<file path="src/rtl/cam_pkg.sv">
// Shared types and constants for the camera frame writer: FSM encoding,
// RGB444 -> RGB111 bit selection and the default stored frame geometry.
package cam_pkg;

  localparam int unsigned CAM_SCREEN_X_DEF = 160;
  localparam int unsigned CAM_SCREEN_Y_DEF = 120;

  // Channel MSB positions inside the two RGB444 bytes (xxxxRRRR, GGGGBBBB).
  localparam int unsigned R_BIT = 3;
  localparam int unsigned G_BIT = 7;
  localparam int unsigned B_BIT = 3;

  typedef enum logic [1:0] {
    WAIT_FRAME = 2'd0,
    LINE_IDLE  = 2'd1,
    BYTE1      = 2'd2,
    BYTE2      = 2'd3
  } cam_state_e;

  function automatic logic [2:0] rgb444_to_rgb111(input logic [7:0] byte1,
                                                  input logic [7:0] byte2);
    return {byte1[R_BIT], byte2[G_BIT], byte2[B_BIT]};
  endfunction

endpackage

</file>
<file path="src/rtl/cam_frame_writer_if.sv">
// Camera pin bundle plus the frame-buffer write port driven by the writer.
interface cam_frame_writer_if #(
  parameter int unsigned AW = 15,
  parameter int unsigned DW = 3
);
  logic          cam_pclk;
  logic          cam_vsync;
  logic          cam_href;
  logic [7:0]    cam_data;
  logic [AW-1:0] mem_addr;
  logic [DW-1:0] mem_data;
  logic          mem_we;
  logic          frame_done;

  modport master (
    input  cam_pclk, cam_vsync, cam_href, cam_data,
    output mem_addr, mem_data, mem_we, frame_done
  );

  modport slave (
    output cam_pclk, cam_vsync, cam_href, cam_data,
    input  mem_addr, mem_data, mem_we, frame_done
  );
endinterface

</file>
<file path="src/rtl/cam_sync_edge.sv">
// Two-flop synchronizer for a slow external level, with registered one-clk
// rising and falling edge pulses derived from the synchronized value.
module cam_sync_edge (
  input  logic clk,
  input  logic rst,
  input  logic d_in,
  output logic rise_o,
  output logic fall_o
);

  logic meta_q, meta_d;
  logic sync_q, sync_d;
  logic prev_q, prev_d;
  logic rise_q, rise_d;
  logic fall_q, fall_d;

  always_comb begin
    meta_d = d_in;
    sync_d = meta_q;
    prev_d = sync_q;
    rise_d = sync_q & ~prev_q;
    fall_d = ~sync_q & prev_q;
  end

  always_ff @(posedge clk or posedge rst) begin
    if (rst) begin
      meta_q <= 1'b0;
      sync_q <= 1'b0;
      prev_q <= 1'b0;
      rise_q <= 1'b0;
      fall_q <= 1'b0;
    end else begin
      meta_q <= meta_d;
      sync_q <= sync_d;
      prev_q <= prev_d;
      rise_q <= rise_d;
      fall_q <= fall_d;
    end
  end

  assign rise_o = rise_q;
  assign fall_o = fall_q;

endmodule

</file>
<file path="src/rtl/cam_frame_writer.sv">
// Captures an RGB444 two-byte camera stream and writes RGB111 pixels
// linearly into the frame buffer, gated to the stored window size.
module cam_frame_writer
  import cam_pkg::*;
#(
  parameter int unsigned CAM_SCREEN_X = CAM_SCREEN_X_DEF,
  parameter int unsigned CAM_SCREEN_Y = CAM_SCREEN_Y_DEF,
  parameter int unsigned AW           = 15,
  parameter int unsigned DW           = 3
) (
  input logic                clk,
  input logic                rst,
  cam_frame_writer_if.master bus
);

  localparam int unsigned   PIX_TOTAL = CAM_SCREEN_X * CAM_SCREEN_Y;
  localparam int unsigned   CW        = $clog2(CAM_SCREEN_X + 1);
  localparam int unsigned   RW        = $clog2(CAM_SCREEN_Y + 1);
  localparam logic [AW-1:0] ADDR_FULL = AW'(PIX_TOTAL);
  localparam logic [CW-1:0] COL_MAX   = CW'(CAM_SCREEN_X);
  localparam logic [RW-1:0] ROW_MAX   = RW'(CAM_SCREEN_Y);

  logic pclk_rise;
  logic pclk_fall_unused;
  logic vsync_rise;
  logic vsync_fall;

  cam_sync_edge u_pclk_sync (
    .clk    (clk),
    .rst    (rst),
    .d_in   (bus.cam_pclk),
    .rise_o (pclk_rise),
    .fall_o (pclk_fall_unused)
  );

  cam_sync_edge u_vsync_sync (
    .clk    (clk),
    .rst    (rst),
    .d_in   (bus.cam_vsync),
    .rise_o (vsync_rise),
    .fall_o (vsync_fall)
  );

  // href/data get the same two flops as pclk so all three line up at pclk_rise.
  logic       href_meta_q, href_meta_d, href_q, href_d;
  logic [7:0] data_meta_q, data_meta_d, data_q, data_d;

  always_comb begin
    href_meta_d = bus.cam_href;
    href_d      = href_meta_q;
    data_meta_d = bus.cam_data;
    data_d      = data_meta_q;
  end

  always_ff @(posedge clk or posedge rst) begin
    if (rst) begin
      href_meta_q <= 1'b0;
      href_q      <= 1'b0;
      data_meta_q <= 8'h00;
      data_q      <= 8'h00;
    end else begin
      href_meta_q <= href_meta_d;
      href_q      <= href_d;
      data_meta_q <= data_meta_d;
      data_q      <= data_d;
    end
  end

  cam_state_e    state_q, state_d;
  logic [7:0]    byte1_q, byte1_d;
  logic [CW-1:0] col_q, col_d;
  logic [RW-1:0] row_q, row_d;
  logic [AW-1:0] addr_q, addr_d;
  logic [DW-1:0] mem_data_q, mem_data_d;
  logic          mem_we_q, mem_we_d;
  logic          frame_done_q, frame_done_d;
  logic          write_ok_s;
  logic [RW-1:0] row_inc_s;

  always_comb begin
    write_ok_s = (col_q < COL_MAX) && (row_q < ROW_MAX) && (addr_q != ADDR_FULL);
    row_inc_s  = (row_q != ROW_MAX) ? (row_q + RW'(1)) : row_q;

    state_d      = state_q;
    byte1_d      = byte1_q;
    col_d        = col_q;
    row_d        = row_q;
    mem_data_d   = mem_data_q;
    mem_we_d     = 1'b0;
    frame_done_d = 1'b0;
    // Address advances the cycle after the write strobe, so mem_addr holds
    // the pre-increment value while mem_we is high.
    if (mem_we_q) begin
      addr_d = addr_q + AW'(1);
    end else begin
      addr_d = addr_q;
    end

    if ((state_q != WAIT_FRAME) && vsync_rise) begin
      frame_done_d = 1'b1;
      state_d      = WAIT_FRAME;
    end else begin
      case (state_q)
        WAIT_FRAME: begin
          if (vsync_fall) begin
            addr_d  = {AW{1'b0}};
            col_d   = {CW{1'b0}};
            row_d   = {RW{1'b0}};
            state_d = LINE_IDLE;
          end else begin
            state_d = WAIT_FRAME;
          end
        end
        LINE_IDLE: begin
          col_d = {CW{1'b0}};
          if (pclk_rise && href_q) begin
            byte1_d = data_q;
            state_d = BYTE2;
          end else begin
            state_d = LINE_IDLE;
          end
        end
        BYTE2: begin
          if (pclk_rise && href_q) begin
            if (write_ok_s) begin
              mem_we_d   = 1'b1;
              mem_data_d = DW'(rgb444_to_rgb111(byte1_q, data_q));
            end else begin
              mem_we_d   = 1'b0;
            end
            if (col_q != COL_MAX) begin
              col_d = col_q + CW'(1);
            end else begin
              col_d = col_q;
            end
            state_d = BYTE1;
          end else if (pclk_rise) begin
            // Odd byte count: the dangling first byte is dropped.
            row_d   = row_inc_s;
            state_d = LINE_IDLE;
          end else begin
            state_d = BYTE2;
          end
        end
        BYTE1: begin
          if (pclk_rise && href_q) begin
            byte1_d = data_q;
            state_d = BYTE2;
          end else if (pclk_rise) begin
            row_d   = row_inc_s;
            state_d = LINE_IDLE;
          end else begin
            state_d = BYTE1;
          end
        end
        default: begin
          state_d = WAIT_FRAME;
        end
      endcase
    end
  end

  always_ff @(posedge clk or posedge rst) begin
    if (rst) begin
      state_q      <= WAIT_FRAME;
      byte1_q      <= 8'h00;
      col_q        <= {CW{1'b0}};
      row_q        <= {RW{1'b0}};
      addr_q       <= {AW{1'b0}};
      mem_data_q   <= {DW{1'b0}};
      mem_we_q     <= 1'b0;
      frame_done_q <= 1'b0;
    end else begin
      state_q      <= state_d;
      byte1_q      <= byte1_d;
      col_q        <= col_d;
      row_q        <= row_d;
      addr_q       <= addr_d;
      mem_data_q   <= mem_data_d;
      mem_we_q     <= mem_we_d;
      frame_done_q <= frame_done_d;
    end
  end

  assign bus.mem_addr   = addr_q;
  assign bus.mem_data   = mem_data_q;
  assign bus.mem_we     = mem_we_q;
  assign bus.frame_done = frame_done_q;

endmodule

</file>
<file path="src/flat_wrapper.sv">
// flat-port wrapper written by rule: the top's interface ports become plain ports
module cam_frame_writer_flat import cam_pkg::*;
#(
  parameter int unsigned CAM_SCREEN_X = CAM_SCREEN_X_DEF,
  parameter int unsigned CAM_SCREEN_Y = CAM_SCREEN_Y_DEF,
  parameter int unsigned AW           = 15,
  parameter int unsigned DW           = 3
)
  (clk, rst, bus_cam_pclk, bus_cam_vsync, bus_cam_href, bus_cam_data, bus_mem_addr, bus_mem_data, bus_mem_we, bus_frame_done);
  cam_frame_writer_if #(.AW(AW), .DW(DW)) bus_i ();
  input logic clk;
  input logic rst;
  input wire logic [$bits(bus_i.cam_pclk)-1:0] bus_cam_pclk;
  input wire logic [$bits(bus_i.cam_vsync)-1:0] bus_cam_vsync;
  input wire logic [$bits(bus_i.cam_href)-1:0] bus_cam_href;
  input wire logic [$bits(bus_i.cam_data)-1:0] bus_cam_data;
  output wire logic [$bits(bus_i.mem_addr)-1:0] bus_mem_addr;
  output wire logic [$bits(bus_i.mem_data)-1:0] bus_mem_data;
  output wire logic [$bits(bus_i.mem_we)-1:0] bus_mem_we;
  output wire logic [$bits(bus_i.frame_done)-1:0] bus_frame_done;
  assign bus_i.cam_pclk = bus_cam_pclk;
  assign bus_i.cam_vsync = bus_cam_vsync;
  assign bus_i.cam_href = bus_cam_href;
  assign bus_i.cam_data = bus_cam_data;
  assign bus_mem_addr = bus_i.mem_addr;
  assign bus_mem_data = bus_i.mem_data;
  assign bus_mem_we = bus_i.mem_we;
  assign bus_frame_done = bus_i.frame_done;
  cam_frame_writer #(.CAM_SCREEN_X(CAM_SCREEN_X), .CAM_SCREEN_Y(CAM_SCREEN_Y), .AW(AW), .DW(DW)) u_core (.clk(clk), .rst(rst), .bus(bus_i));
endmodule
</file>
<file path="config.mk">
export PLATFORM = sky130hd
export DESIGN_NAME = cam_frame_writer_flat
export DESIGN_NICKNAME = d
export VERILOG_FILES = /design/src/rtl/cam_pkg.sv /design/src/rtl/cam_frame_writer_if.sv /design/src/rtl/cam_sync_edge.sv /design/src/rtl/cam_frame_writer.sv /design/src/flat_wrapper.sv
export SDC_FILE = /design/constraint.sdc
export NUM_CORES = 1
export LEC_CHECK = 0
export CORE_MARGIN = 3
export CORE_UTILIZATION = 41
export CTS_BUF_LIST = sky130_fd_sc_hd__clkbuf_4 sky130_fd_sc_hd__clkbuf_8
export CTS_CLUSTER_SIZE = 25
export DETAILED_ROUTE_END_ITERATION = 6
export PLACE_DENSITY_LB_ADDON = 0.05
export SYNTH_ARGS = -nofsm -noshare
export SYNTH_HDL_FRONTEND = slang
export SYNTH_SLANG_ARGS = --single-unit
</file>
<file path="constraint.sdc">
create_clock -name clk -period 1.8 [get_ports clk]
set_input_delay 0.18 -clock clk [delete_from_list [all_inputs] [get_ports clk]]
set_output_delay 0.18 -clock clk [all_outputs]
set_load 0.01 [all_outputs]
</file>
==> results <==
- The via count of the first global-routing pass is 1843.
- The tool flagged a number of max-cap violations equal to 0.
- After synthesis, the largest family of logic cells by area is simple AND/OR/NAND/NOR gates.
- The critical path capture point type is a register.
- Global routing consumed, over all layers together, 14.8% of the routing resources.
- After detailed routing, the total wire length is 5290 µm.
- The final critical path takes up 98.7% of the cycle.
- The predominant post-synthesis flop cell is sky130_fd_sc_hd__dfrtp_1.
- The die extent in x is 85.8 µm.
- Measured against its own limit, the worst slew margin works out to 73.4%.
- Among all stages on the critical path, the largest delay is contributed by sky130_fd_sc_hd__dfrtp_1.
- The longest clock path from root to sink contains 2 buffers.
- At the later pin of the worst-skew pair, clock insertion delay measures 0.31 ns.
- The analysis attributes to cell leakage a power of 0.00142 µW.
- The signal on the critical path passes through inv_2 > ha_4 > or2_4 > a211o_4 > a21o_1 > a32o_1.
- Of the total synthesized cell area, the portion taken by full adders, half adders and majority gates is 5.28%.
- The peak supply drop is 0.000920 V.
- The net count after synthesis is 266.
- sky130_fd_sc_hd__dfrtp_1 takes more of the synthesized area than any other cell.
- Of all flip-flops after synthesis, the portion carrying an async set or reset was 100%.
- At the pin with the least slew margin, the transition time is 0.399 ns.
- The initialized floorplan defines 28 standard-cell rows.
- The hold violation total from the final report came to 0.
- The share of the Yosys chip area taken by registers is 50.8%.
- The clock tree from TritonCTS is done.
- Once the floorplan was initialized, standard cells occupied 43.3% of the core.
- The clock sink total is 53.
- The total overflow reported by the global router is 0.
- The number of detailed-route iterations in the first pass is 4.
- Yosys mapped a number of flops with a built-in enable equal to 0.
- The via total after detailed routing is 1934.
- Of the total synthesized cell area, the portion taken by AND, OR, NAND and NOR gates is 21.0%.
- The complex-gate fraction of the synthesized area is 11.8%.
- The nature of the critical path startpoint is a register.
- The final standard cell area without fillers is 3340 µm².
- The H-tree was split into 2 levels.
- The instance area after placement is 3160 µm².
- For the finished layout, the period the worst path requires is 1.78 ns.
- The count of cells in the finished layout, fillers not included, comes to 378.
- The count of different cell masters after synthesis is 57.
- The number of storage elements in the synthesis netlist is 53.
- The number of clock buffers inserted by TritonCTS is 5.
- The number of hold-repair buffers added at the cts stage is 0.
- The cell sitting at the root of the clock tree is a sky130_fd_sc_hd__clkbuf_8.
- The area of the core is 6030 µm².
- After Yosys synthesis, XOR and XNOR cells account for 4.03% of the synthesized area.
- The global-route wire length before repair is 8690 µm.
- The flow ran to the end, and the final reports show no timing, DRC or antenna violations.
- Of the post-synthesis cell area, the part taken by muxes is 3.79%.
- The type of the worst setup path is reg -> reg.
- Dividing total power by cell area gives a power density of 860 nW/µm².
- Measured along the y axis, the die boundary spans 85.8 µm.
- For this run, the top clock speed supported by timing is 563 MHz.
- The final antenna-violating net count is 0.
- The average instance in the mapped netlist occupies 10.8 µm².
- The final number of max-transition violations came to 0.
- The area of the mapped netlist is 2610 µm².
- The wire length per cell after detailed routing is 14.0 µm.
- After detailed routing, the number of vias per cell comes to 5.12.
- The data arrival time of the critical path is 1.97 ns.
- The number of antenna diodes in the final layout is 0.
- Entering global routing, the biggest net connects 21 pins.
- The proportion of netlist area held by the largest area contributor is 50.8%.
- The highest cell delay on the worst timing path is 0.42 ns.
- The synthesis-to-layout area growth is 27.9%.
- Clock-pin slew was measured on the worst setup and hold paths at 0.10 ns.
- At the end of the flow, the number of nets in the layout was 326.
- Together, buffers and inverters on the worst path number 1.
- In this run the count of I/O pins placed on the die edge is 33.
- The number of placed instances, taps included, is 366.
- On the critical path the largest part of the delay comes from compound AO/OA/AOI/OAI gates.
- The placed wire-length estimate is 3850 µm.
- The detailed-route DRC error count is 0.
- The top fanout value on the critical path is 5.
- STA puts the critical path data required time at 2.00 ns.
- The initial antenna violation count is 0.
- The worst hold path class is in -> async.
- By area the synthesized netlist is led by sky130_fd_sc_hd__dfrtp_1 (51%), sky130_fd_sc_hd__ha_1 (5.3%), sky130_fd_sc_hd__xnor2_1 (3.0%).
- Counting every instance in the synthesized netlist gives 242.
- The count of buffers added on input and output ports is 26.
- The total setup violations reported at the end of the flow is 0.
- Setup repair after global routing could not meet its margin everywhere.
- The detailed router finished its first iteration with 47 violations.
- Cells with a size suffix above 1 make up 22.4% of the layout.
- The worst slack on hold paths is 0.149 ns.
- The global placement routability congestion is 0.773.
- The clock skew after layout is 0.00851 ns.
- The die area is 7360 µm².
- The core occupancy in the finished layout is 55.4%.
- During synthesis, Yosys emitted a total of 0 warnings.
[registers in the layout, indices dropped and copies added, names as in the netlist, 2 cells and up]
signal / count
u_core.bus.mem_addr: 15
u_core.bus.mem_data: 3
u_core.col_q: 8
u_core.data_d: 2
u_core.data_q: 2
u_core.row_q: 7
u_core.state_q: 2
[kinds of logic (layout without fill, tap and decap cells)]
family / after synthesis / count (layout)
xor+xnor: 12 / 12
flops: 53 / 53
buf+inv: 20 / 80
compound gates: 41 / 42
mux: 9 / 9
fa+ha+maj: 11 / 11
simple gates: 96 / 96
[cell usage in the layout (no fill, tap or decap), types with 3 or more instances in the layout]
master                            Yosys  final
sky130_fd_sc_hd__xor2_1               3      3
sky130_fd_sc_hd__xnor2_1              9      9
sky130_fd_sc_hd__nor2_1              17     17
sky130_fd_sc_hd__a21oi_1              7      5
sky130_fd_sc_hd__clkdlybuf4s50_1      0     26
sky130_fd_sc_hd__buf_4                0     31
sky130_fd_sc_hd__mux2_1               3      3
sky130_fd_sc_hd__mux2i_1              4      4
sky130_fd_sc_hd__nor2b_1              5      5
sky130_fd_sc_hd__inv_2                1      4
sky130_fd_sc_hd__dfrtp_1             53     53
sky130_fd_sc_hd__clkbuf_8             0      5
sky130_fd_sc_hd__o21ai_0             11     10
sky130_fd_sc_hd__nor3_1               8      8
sky130_fd_sc_hd__ha_1                11      8
sky130_fd_sc_hd__nand4_1              8      8
sky130_fd_sc_hd__nor4_1               8      8
sky130_fd_sc_hd__inv_1               13     10
sky130_fd_sc_hd__and2_1               4      4
sky130_fd_sc_hd__nand3_1              8      8
sky130_fd_sc_hd__nand2_1             17     17
[synthesized netlist by cell type (3+ instances only)]
library cell                n
sky130_fd_sc_hd__o21ai_0   11
sky130_fd_sc_hd__dfrtp_1   53
sky130_fd_sc_hd__mux2i_1    4
sky130_fd_sc_hd__a21oi_1    7
sky130_fd_sc_hd__nand2_1   17
sky130_fd_sc_hd__and2_1     4
sky130_fd_sc_hd__xnor2_1    9
sky130_fd_sc_hd__nand4_1    8
sky130_fd_sc_hd__nor4_1     8
sky130_fd_sc_hd__nor2_1    17
sky130_fd_sc_hd__nor2b_1    5
sky130_fd_sc_hd__clkbuf_1   3
sky130_fd_sc_hd__ha_1      11
sky130_fd_sc_hd__xor2_1     3
sky130_fd_sc_hd__inv_1     13
sky130_fd_sc_hd__nor3_1     8
sky130_fd_sc_hd__mux2_1     3
sky130_fd_sc_hd__nand3_1    8
[report_power, final]
part	internal [µW]	switching, µW
logic	446	419
registers	1250	45.6
clock network	285	421
[final timing paths]
| path | start | to | slack (ns) | cells past startpoint |
|---|---|---|---|---|
| min in group clk | bus_cam_vsync | u_core.u_vsync_sync.meta_q$_DFF_PP0_ | 0.30 | 1 |
| max in group asynchronous | rst | u_core.col_q[5]$_DFFE_PP0P_ | 1.06 | 3 |
| max reg2reg | u_core.state_q[1]$_DFF_PP0_ | u_core.col_q[1]$_DFFE_PP0P_ | 0.02 | 6 |
| min reg2reg | u_core.data_d[7]$_DFF_PP0_ | u_core.data_q[7]$_DFF_PP0_ | 0.36 | 0 |
| min | rst | u_core.data_d[7]$_DFF_PP0_ | 0.15 | 2 |
| max | u_core.state_q[1]$_DFF_PP0_ | u_core.col_q[1]$_DFFE_PP0P_ | 0.02 | 6 |
[per-stage QoR]
step	setup WS, ns	total power, µW	TNS [ns]
after floorplan	0.0124	1790	0
after global placement	0.000509	2040	0
after detailed placement	-0.0388	2060	-0.0645
after CTS	-0.00921	2770	-0.00921
after global routing	-0.0270	3050	-0.0655
final	0.0225	2870	0
[timing repair]
action	in CTS	in global routing
gates cloned	0	1
resized for setup	2	11
pin swaps	1	2
endpoints found under the setup margin	4	15
buffers inserted	0	3
[cell type report]
cell class / count / area (µm²)
multi-input cells: 170 / 1250
well taps: 75 / 93.8
flip-flops and latches: 53 / 1330
inverters: 14 / 52.6
fillers: 539 / 2690
clock buffers: 5 / 68.8
clock inverters: 3 / 26.3
repair buffers: 58 / 513
[per-layer routing]
layer | vias to the layer above | wire [µm] | global-route usage, %
met4 | 0 | 53 | 4.75
li1 | 978 | - | -
met2 | 25 | 2430 | 23.4
met5 | - | 0 | 0
met1 | 927 | 2660 | 20.3
met3 | 4 | 149 | 3.17
No activity file was read; power rests on OpenSTA's default activity.
